### config.mk
export PLATFORM = sky130hd
export DESIGN_NAME = mod_mul_arbiter
export DESIGN_NICKNAME = d
export VERILOG_FILES = /design/src/rtl/mod_mul_arbiter.sv
export SDC_FILE = /design/constraint.sdc
export NUM_CORES = 1
export LEC_CHECK = 0
export CAP_MARGIN = 40
export CORE_AREA = 2 2 113 115
export CTS_BUF_LIST = sky130_fd_sc_hd__clkbuf_4
export CTS_CLUSTER_DIAMETER = 60
export DETAILED_ROUTE_END_ITERATION = 10
export DIE_AREA = 0 0 115 117
export DONT_BUFFER_PORTS = 1
export GPL_ROUTABILITY_DRIVEN = 1
export RECOVER_POWER = 25
export REMOVE_ABC_BUFFERS = 1
export SLEW_MARGIN = 20
export SYNTH_ARGS = -nofsm -noshare
export SYNTH_HDL_FRONTEND = slang
export SYNTH_SLANG_ARGS = --single-unit
### constraint.sdc
create_clock -name clk -period 4.75 [get_ports clk]
set_clock_uncertainty 0.15 [all_clocks]
set_input_delay 0.7125 -clock clk [delete_from_list [all_inputs] [get_ports clk]]
set_output_delay 0.7125 -clock clk [all_outputs]
set_load 0.01 [all_outputs]
### src/rtl/mod_mul_arbiter.sv
// Round-robin arbiter sharing one fixed-latency mod-q multiplier among NUM_REQ requesters.
// Define MOD_MUL_ARBITER_BURST_EN to let a granted requester keep the multiplier for up to BURST_LEN transfers.
`timescale 1ns/1ps
module mod_mul_arbiter #(
  parameter int NUM_REQ   = 4,
  parameter int MUL_LAT   = 3,
  parameter int BURST_LEN = 4
) (
  input  logic                  clk,
  input  logic                  rst_n,
  input  logic [NUM_REQ-1:0]    req_valid,
  input  logic [NUM_REQ*23-1:0] req_a,
  input  logic [NUM_REQ*23-1:0] req_b,
  output logic [NUM_REQ-1:0]    req_ready,
  output logic                  mul_valid,
  output logic [22:0]           mul_a,
  output logic [22:0]           mul_b,
  input  logic [22:0]           mul_res,
  output logic [NUM_REQ-1:0]    rsp_valid,
  output logic [22:0]           rsp_data,
  output logic                  range_err
);

  localparam int DW        = 23;
  localparam logic [DW-1:0] MOD_Q = 23'd8380417;
  localparam int IDX_W     = (NUM_REQ > 1) ? $clog2(NUM_REQ) : 1;
  localparam int TAG_DEPTH = MUL_LAT + 1;
`ifdef MOD_MUL_ARBITER_BURST_EN
  localparam int BURST_MAX = BURST_LEN;
`else
  localparam int BURST_MAX = 1;
`endif
  localparam int CNT_W     = $clog2(BURST_MAX + 1);

  typedef logic [IDX_W-1:0] idx_t;
  typedef logic [CNT_W-1:0] cnt_t;
  typedef struct packed {
    logic valid;
    idx_t owner;
  } tag_t;
  typedef enum logic {IDLE, LOCK} state_t;

  state_t        state_q, state_d;
  idx_t          ptr_q, ptr_d;
  idx_t          owner_q, owner_d;
  cnt_t          cnt_q, cnt_d;
  logic          mul_valid_q, mul_valid_d;
  logic [DW-1:0] mul_a_q, mul_a_d;
  logic [DW-1:0] mul_b_q, mul_b_d;
  logic          range_err_q, range_err_d;
  tag_t          tag_q [TAG_DEPTH];
  tag_t          tag_d [TAG_DEPTH];

  logic          rr_found;
  idx_t          rr_idx;
  idx_t          cand;
  logic          gnt_found;
  idx_t          gnt_idx;
  logic          xfer;
  logic [DW-1:0] sel_a, sel_b;

  function automatic idx_t next_idx(input idx_t i);
    return (i == idx_t'(NUM_REQ - 1)) ? '0 : i + idx_t'(1);
  endfunction

  // Round-robin search: lowest valid index at or above ptr, wrapping to 0.
  // NOTE: every signal written here gets a default first, so no path leaves it unassigned (no latch).
  always_comb begin
    rr_found = 1'b0;
    rr_idx   = ptr_q;
    cand     = ptr_q;
    for (int k = 0; k < NUM_REQ; k++) begin
      cand = idx_t'((32'(ptr_q) + 32'(k)) % NUM_REQ);
      if (!rr_found && req_valid[cand]) begin
        rr_found = 1'b1;
        rr_idx   = cand;
      end
    end
  end

  // While locked, only the owner may be granted; an idle owner blocks everyone for that cycle.
  always_comb begin
    gnt_found = rr_found;
    gnt_idx   = rr_idx;
    if (state_q == LOCK) begin
      gnt_found = req_valid[owner_q];
      gnt_idx   = owner_q;
    end
    xfer  = gnt_found && rst_n;
    sel_a = req_a[gnt_idx*DW +: DW];
    sel_b = req_b[gnt_idx*DW +: DW];
    for (int i = 0; i < NUM_REQ; i++) begin
      req_ready[i] = xfer && (gnt_idx == idx_t'(i));
    end
  end

  always_comb begin
    state_d     = state_q;
    ptr_d       = ptr_q;
    owner_d     = owner_q;
    cnt_d       = cnt_q;
    mul_valid_d = xfer;
    mul_a_d     = xfer ? sel_a : mul_a_q;
    mul_b_d     = xfer ? sel_b : mul_b_q;
    range_err_d = range_err_q | (xfer && ((sel_a >= MOD_Q) || (sel_b >= MOD_Q)));

    case (state_q)
      IDLE: begin
        if (xfer) begin
          if (BURST_MAX <= 1) begin
            ptr_d = next_idx(gnt_idx);
          end else begin
            state_d = LOCK;
            owner_d = gnt_idx;
            cnt_d   = cnt_t'(1);
          end
        end
      end
      LOCK: begin
        if (!xfer || (cnt_q == cnt_t'(BURST_MAX - 1))) begin
          state_d = IDLE;
          ptr_d   = next_idx(owner_q);
          cnt_d   = '0;
        end else begin
          cnt_d = cnt_q + cnt_t'(1);
        end
      end
      default: state_d = IDLE;
    endcase

    tag_d[0] = '{valid: xfer, owner: gnt_idx};
    for (int k = 1; k < TAG_DEPTH; k++) begin
      tag_d[k] = tag_q[k-1];
    end
  end

  // NOTE: state is updated with non-blocking assignments so every flop samples pre-edge values.
  always_ff @(posedge clk or negedge rst_n) begin
    if (!rst_n) begin
      state_q     <= IDLE;
      ptr_q       <= '0;
      owner_q     <= '0;
      cnt_q       <= '0;
      mul_valid_q <= 1'b0;
      mul_a_q     <= '0;
      mul_b_q     <= '0;
      range_err_q <= 1'b0;
      // NOTE: the tag pipeline is reset entry by entry so a reset drops every in-flight response.
      for (int k = 0; k < TAG_DEPTH; k++) begin
        tag_q[k] <= '0;
      end
    end else begin
      state_q     <= state_d;
      ptr_q       <= ptr_d;
      owner_q     <= owner_d;
      cnt_q       <= cnt_d;
      mul_valid_q <= mul_valid_d;
      mul_a_q     <= mul_a_d;
      mul_b_q     <= mul_b_d;
      range_err_q <= range_err_d;
      for (int k = 0; k < TAG_DEPTH; k++) begin
        tag_q[k] <= tag_d[k];
      end
    end
  end

  // The oldest tag lines up with mul_res, so the result is routed straight through.
  always_comb begin
    rsp_valid = '0;
    for (int i = 0; i < NUM_REQ; i++) begin
      rsp_valid[i] = tag_q[MUL_LAT].valid && (tag_q[MUL_LAT].owner == idx_t'(i));
    end
    rsp_data = (|rsp_valid) ? mul_res : '0;
  end

  assign mul_valid = mul_valid_q;
  assign mul_a     = mul_a_q;
  assign mul_b     = mul_b_q;
  assign range_err = range_err_q;

endmodule

==> qor.csv, run 1 <==
metric;value;unit
Starting Density;34.4;%
post-route cell area;4400;µm²
worst setup path class;input port to async pin;
CTS max path bufs;2;
Critical Path End Type;async pin;
Sw Ratio;47.1;%
post-synthesis sequential area ratio;37.2;%
post-DP HPWL;10.7;mm
total CTS buffers;9;
WP data arrival;3480;ps
layout cells sized above 1;10.0;%
Seq pwr share;38.5;%
Slowest cell on crit path;dlymetal6s4s_1;
unrepaired setup endpoints after global routing;no;
ys async rst share;100;%
failing checks;max-capacitance violations, max-slew violations;
clk sinks;63;
total track usage;19.4;%
Tmin final;3720;ps
Post-synth EDFFs;0;
worst slew pin tran;2920;ps
Rows;41;
Via Count;3738;
Final period util;78.3;%
DP Area;4250;µm²
CP Launch Type;input port;
Root Driver;clkbuf_4;
internal cell power;1.36;mW
Iteration-0 DRC Markers;183;
Die Ht;117;µm
Post-Syn Area;4230;µm²
clock power share;14.4;%
crit-path cells;dlygate4sd3_1, dlymetal6s4s_1;
max-cap violation count;1;
Die ar.;13500;µm²
area delta synth->final;3.99;%
die width;115;µm
First-pass DRT Iterations;5;
fillers;1273;
Cells after Synth;494;
pre-CTS WS;1030;ps
Worst Hold Class;flip-flop to flip-flop;
Congestion Overflow GR;0;
DRC Markers;0;
post-cts repair resize count;0;
first-pass GRT wire length;19.4;mm
Comb pwr share;47.1;%
# hold bufs at CTS;2;
htree depth;3;
Worst Hold Slack;211;ps
Max-slew headroom;-94.6;%
CP bufs+invs;2;
Final #Nets;690;
TritonCTS clock tree;yes;
Tot Pwr;2.57;mW
area of the multi-input gates;2410;µm²
antenna violations before repair;0;
max-slew violation count;64;
register area;1580;µm²
Power per Cell Area;584;nW/µm²
Final Hold Fails;0;
routed wire length;14.3;mm
Critical Path RT;4510;ps
Vias per Instance;5.94;
YS warnings;0;
Final Wtd Congestion;0.850;
final setup violating endpoints;0;
Final WS setup;1030;ps
post-synthesis cell type count;54;
largest delay contributor family on the critical path;buffers and inverters;
Final Core Density;35.8;%
clock-pin slew on the worst setup and hold paths;110;ps
CP max FO;63;
vias in the first global route;3468;
Setup Buffers After CTS;0;
Top Ports;292;
outcome;finished, violations left;
CP peak stage delay;2190;ps
input/output buffers;0;
Post-Syn Area per Cell;8.57;µm²
Skew-Pair Late Insertion Delay;430;ps
Leakage Power;1.86;nW
Core Area;12300;µm²
Post-DRT Antenna Nets;0;
largest net degree at the start of global routing;79;
Psw;1.21;mW
Routed WL per cell;22.8;µm
max frequency;269;MHz
Most used DFF post-synth;dfrtp_1;
flops & latches, synth;63;
Peak supply drop;0.000334;V
[placed cells by master, fill, tap and decap left out, types with 15 or more instances in the layout]
cell | Yosys | final
a211oi_1 | 15 | 15
nand3_1 | 32 | 32
and2_1 | 28 | 28
mux2i_1 | 16 | 16
a21oi_1 | 34 | 34
nand2_1 | 103 | 103
a21boi_0 | 16 | 16
dfrtp_1 | 63 | 63
o21ai_0 | 40 | 40
[final timing paths]
kind | from | to | slack [ps] | cells past startpoint
min in group asynchronous | rst_n | mul_b[16] | 1780 | 2
setup / recovery | rst_n | mul_a[5] | 1030 | 2
max in group clk | ptr_q[1] | req_ready[3] | 1030 | 6
hold reg to reg | tag_d[6] | tag_d[3] | 210 | 0
setup reg to reg | ptr_q[0] | range_err | 1370 | 9
hold / removal | tag_d[6] | tag_d[3] | 210 | 0
[routing by layer]
layer | global-route usage (%) | vias to the layer above | wire length [µm]
li1 | - | 1729 | -
met1 | 21.8 | 1758 | 5220
met2 | 34.6 | 231 | 7480
met3 | 5.66 | 20 | 1340
met4 | 8.19 | 0 | 302
met5 | 0 | - | 0
[per-stage QoR]
stage / cells / setup TNS [ps]
after detailed placement: 610 / 0
final: 629 / 0
after floorplan: 454 / -4070
after global routing: 628 / 0
after CTS: 628 / 0
after global placement: 610 / 0
[power by group through the flow]
stage                     clock network (mW)  logic, mW  registers, mW
after floorplan                            0      0.919          0.939
after global placement                     0       1.18          0.998
after detailed placement                   0       1.21           1.00
after CTS                              0.384       1.23          0.996
after global routing                   0.398       1.36           1.02
final                                  0.370       1.21          0.992
[cell usage after synthesis (all sizes together) (5+ instances only)]
cell	count	area [µm²]
o31ai	6	45.0
inv	6	30.0
nand2	103	387
a21boi	16	120
nor3	5	25.0
nor2	7	33.8
buf	24	183
a211oi	16	125
mux2	14	158
nand3	33	170
a21oi	35	179
o21ai	43	215
and2	28	175
dfrtp	63	1580
clkbuf	16	60.1
a22o	14	123
mux2i	16	160
[sequential cells by signal, indices dropped and copies added, names as in the netlist]
register	flops
mul_b	23
state_q	1
ptr_q	2
range_err	1
mul_a	23
tag_d	9
cnt_q	1
tag_q	3
[area by class of cell]
cell class / count / area share (%)
Multi-Input combinational cell: 385 / 54.7
Inverter: 6 / 0.682
Clock buffer: 9 / 1.53
Timing Repair Buffer: 8 / 1.53
Antenna cell: 1 / 0.0568
Clock inverter: 7 / 1.45
Tap cell: 150 / 4.26
Sequential cell: 63 / 35.8
[cells by family after synthesis]
| logic type | after synthesis | share of synthesized area, % |
|---|---|---|
| fa+ha+maj | 4 | 1.18 |
| mux | 34 | 9.63 |
| flops | 63 | 37.2 |
| simple gates | 195 | 21.7 |
| compound gates | 152 | 23.8 |
| buf+inv | 46 | 6.44 |
Power figures use the tool's default switching activity.
==> inputs of run 2 (changes only) <==
==> constraint.sdc (replaced) <==
create_clock -name clk -period 3.3 [get_ports clk]
set_clock_uncertainty 0.15 [all_clocks]
set_input_delay 0.495 -clock clk [delete_from_list [all_inputs] [get_ports clk]]
set_output_delay 0.495 -clock clk [all_outputs]
set_load 0.01 [all_outputs]
==> qor.csv, run 2 (synthesized netlist as in run 1, its figures left out) <==
metric;value;unit
worst setup path class;flip-flop to flip-flop;
R2R depth;9;
Sum Neg Setup Slack;0;ps
Critical Path End Type;flip-flop;
CP Launch Type;flip-flop;
Routed WL per cell;22.6;µm
post-DP HPWL;10.9;mm
clock-pin slew on the worst setup and hold paths;130;ps
outcome;finished, violations left;
Seq pwr share;37.3;%
antenna violations before repair;0;
GRT met3 Usage;5.77;%
worst slew pin tran;1660;ps
First-pass DRT Iterations;4;
gr busiest metal;met2;
register area;1580;µm²
Post-DRT Antenna Nets;0;
clk sinks;63;
WP data arrival;3250;ps
Iteration-0 DRC Markers;204;
Worst Hold Class;input port to flip-flop;
stages on the worst setup path;9;
Comb pwr share;48.5;%
cell mode on critical path;o211ai_1;
commonest non-fill, non-tap cell in the layout;nand2_1;
routed wire length;14.5;mm
die width;115;µm
Tmin final;3130;ps
Max-slew headroom;-10.9;%
Final #Nets;702;
total track usage;19.8;%
post-route cell area;4510;µm²
Via Count;3802;
max-slew violation count;64;
Worst Hold Slack;204;ps
Rows;41;
Final Hold Fails;0;
crit-path cells;and2_1, o311ai_4, buf_4, a21boi_0, a211oi_1, a31oi_1, or4b_1, o211ai_1, o211ai_1;
vias in the first global route;3590;
largest net degree at the start of global routing;64;
layout cells sized above 1;12.9;%
Setup Buffers After CTS;0;
GR Util met1;22.6;%
Psw;1.78;mW
failing checks;max-capacitance violations, max-slew violations;
Vias per Instance;5.93;
TritonCTS clock tree;yes;
total CTS buffers;9;
Leakage Power;1.92;nW
Top Ports;292;
Final period util;94.8;%
pre-CTS WS;126;ps
input/output buffers;0;
htree depth;3;
most frequent cells in the layout;103 x nand2_1, 63 x dfrtp_1, 40 x o21ai_0;
first-pass GRT wire length;20.0;mm
max frequency;320;MHz
Slowest cell on crit path;or4b_1;
Die ar.;13500;µm²
area delta synth->final;6.44;%
internal cell power;2.04;mW
post-cts repair resize count;0;
Critical Path RT;3420;ps
CP max FO;18;
CTS max path bufs;2;
GR Util met2;36.2;%
Starting Density;34.4;%
Core Area;12300;µm²
Peak supply drop;0.000392;V
CP bufs+invs;1;
final setup violating endpoints;0;
area of the multi-input gates;2410;µm²
Die Ht;117;µm
Power per Cell Area;847;nW/µm²
Tot Pwr;3.82;mW
unrepaired setup endpoints after global routing;no;
DP Area;4350;µm²
# hold bufs at CTS;2;
Final Wtd Congestion;0.795;
Worst Hold Depth;3;
max-cap violation count;1;
fillers;1272;
CP peak stage delay;600;ps
Skew-Pair Late Insertion Delay;410;ps
Congestion Overflow GR;0;
DRC Markers;0;
Root Driver;clkbuf_4;
Final WS setup;171;ps
Sw Ratio;46.6;%
clock power share;14.2;%
largest delay contributor family on the critical path;compound AO/OA/AOI/OAI gates;
-- run 2: cell types whose count changed in the layout (fill, tap and decap cells not counted) --
| cell | previous run | this run |
|---|---|---|
| buf_4 | 6 | 17 |
| clkinv_1 | 2 | 0 |
| buf_12 | 0 | 1 |
| clkbuf_2 | 0 | 1 |
| clkinvlp_4 | 1 | 2 |
| dlymetal6s4s_1 | 1 | 0 |
| inv_6 | 0 | 1 |
-- run 2: cell type report --
cell class | instances | area share, %
Clock inverter | 7 | 1.61
Inverter | 6 | 0.666
Multi-Input combinational cell | 385 | 53.4
Timing Repair Buffer | 20 | 3.61
Sequential cell | 63 | 35.0
Clock buffer | 9 | 1.50
Tap cell | 150 | 4.16
Antenna cell | 1 | 0.0555
-- run 2: through the flow --
step	util [%]	instances
after floorplan	-	454
after global placement	35.3	622
after detailed placement	35.3	622
after CTS	36.8	640
after global routing	36.6	640
final	36.6	641
-- run 2: power groups by stage --
stage                     sequential (mW)  combinational (mW)  clock (mW)
after global routing                 1.46                2.05       0.604
after floorplan                      1.35                1.32           0
after global placement               1.44                1.79           0
after detailed placement             1.44                1.85           0
final                                1.42                1.85       0.543
after CTS                            1.43                1.87       0.566
-- run 2: layer usage --
layer / routed length, µm / up-vias / part of all wire (%)
met3: 1290 / 13 / 8.9
met2: 7540 / 225 / 52
li1: - / 1746 / -
met4: 194 / 0 / 1.3
met1: 5460 / 1818 / 38
met5: 0 / - / 0
-- run 2: path summary, 6_finish.rpt --
check,from,to,slack [ps]
setup / recovery,ptr_q[1],range_err,170
max in group asynchronous,rst_n,mul_a[0],1040
hold reg to reg,tag_d[2],tag_q[2],210
hold / removal,req_b[22],mul_b[22],200
setup reg to reg,ptr_q[1],range_err,170
min in group asynchronous,rst_n,mul_a[19],980
-- run 2: tightest hold or removal path, delay by kind of cell --
kind | cells | cell delay [ps]
compound gates | 1 | 140
simple gates | 2 | 90
==> inputs of run 3 (changes only) <==
--- a/config.mk
+++ b/config.mk
@@ -9,6 +9,7 @@
 export CORE_AREA = 2 2 113 115
 export CTS_BUF_LIST = sky130_fd_sc_hd__clkbuf_4
 export CTS_CLUSTER_DIAMETER = 60
+export CTS_CLUSTER_SIZE = 12
 export DETAILED_ROUTE_END_ITERATION = 10
 export DIE_AREA = 0 0 115 117
 export DONT_BUFFER_PORTS = 1
==> results of run 3 <==
Final layout, timing and power as in run 2 (identical DEF).
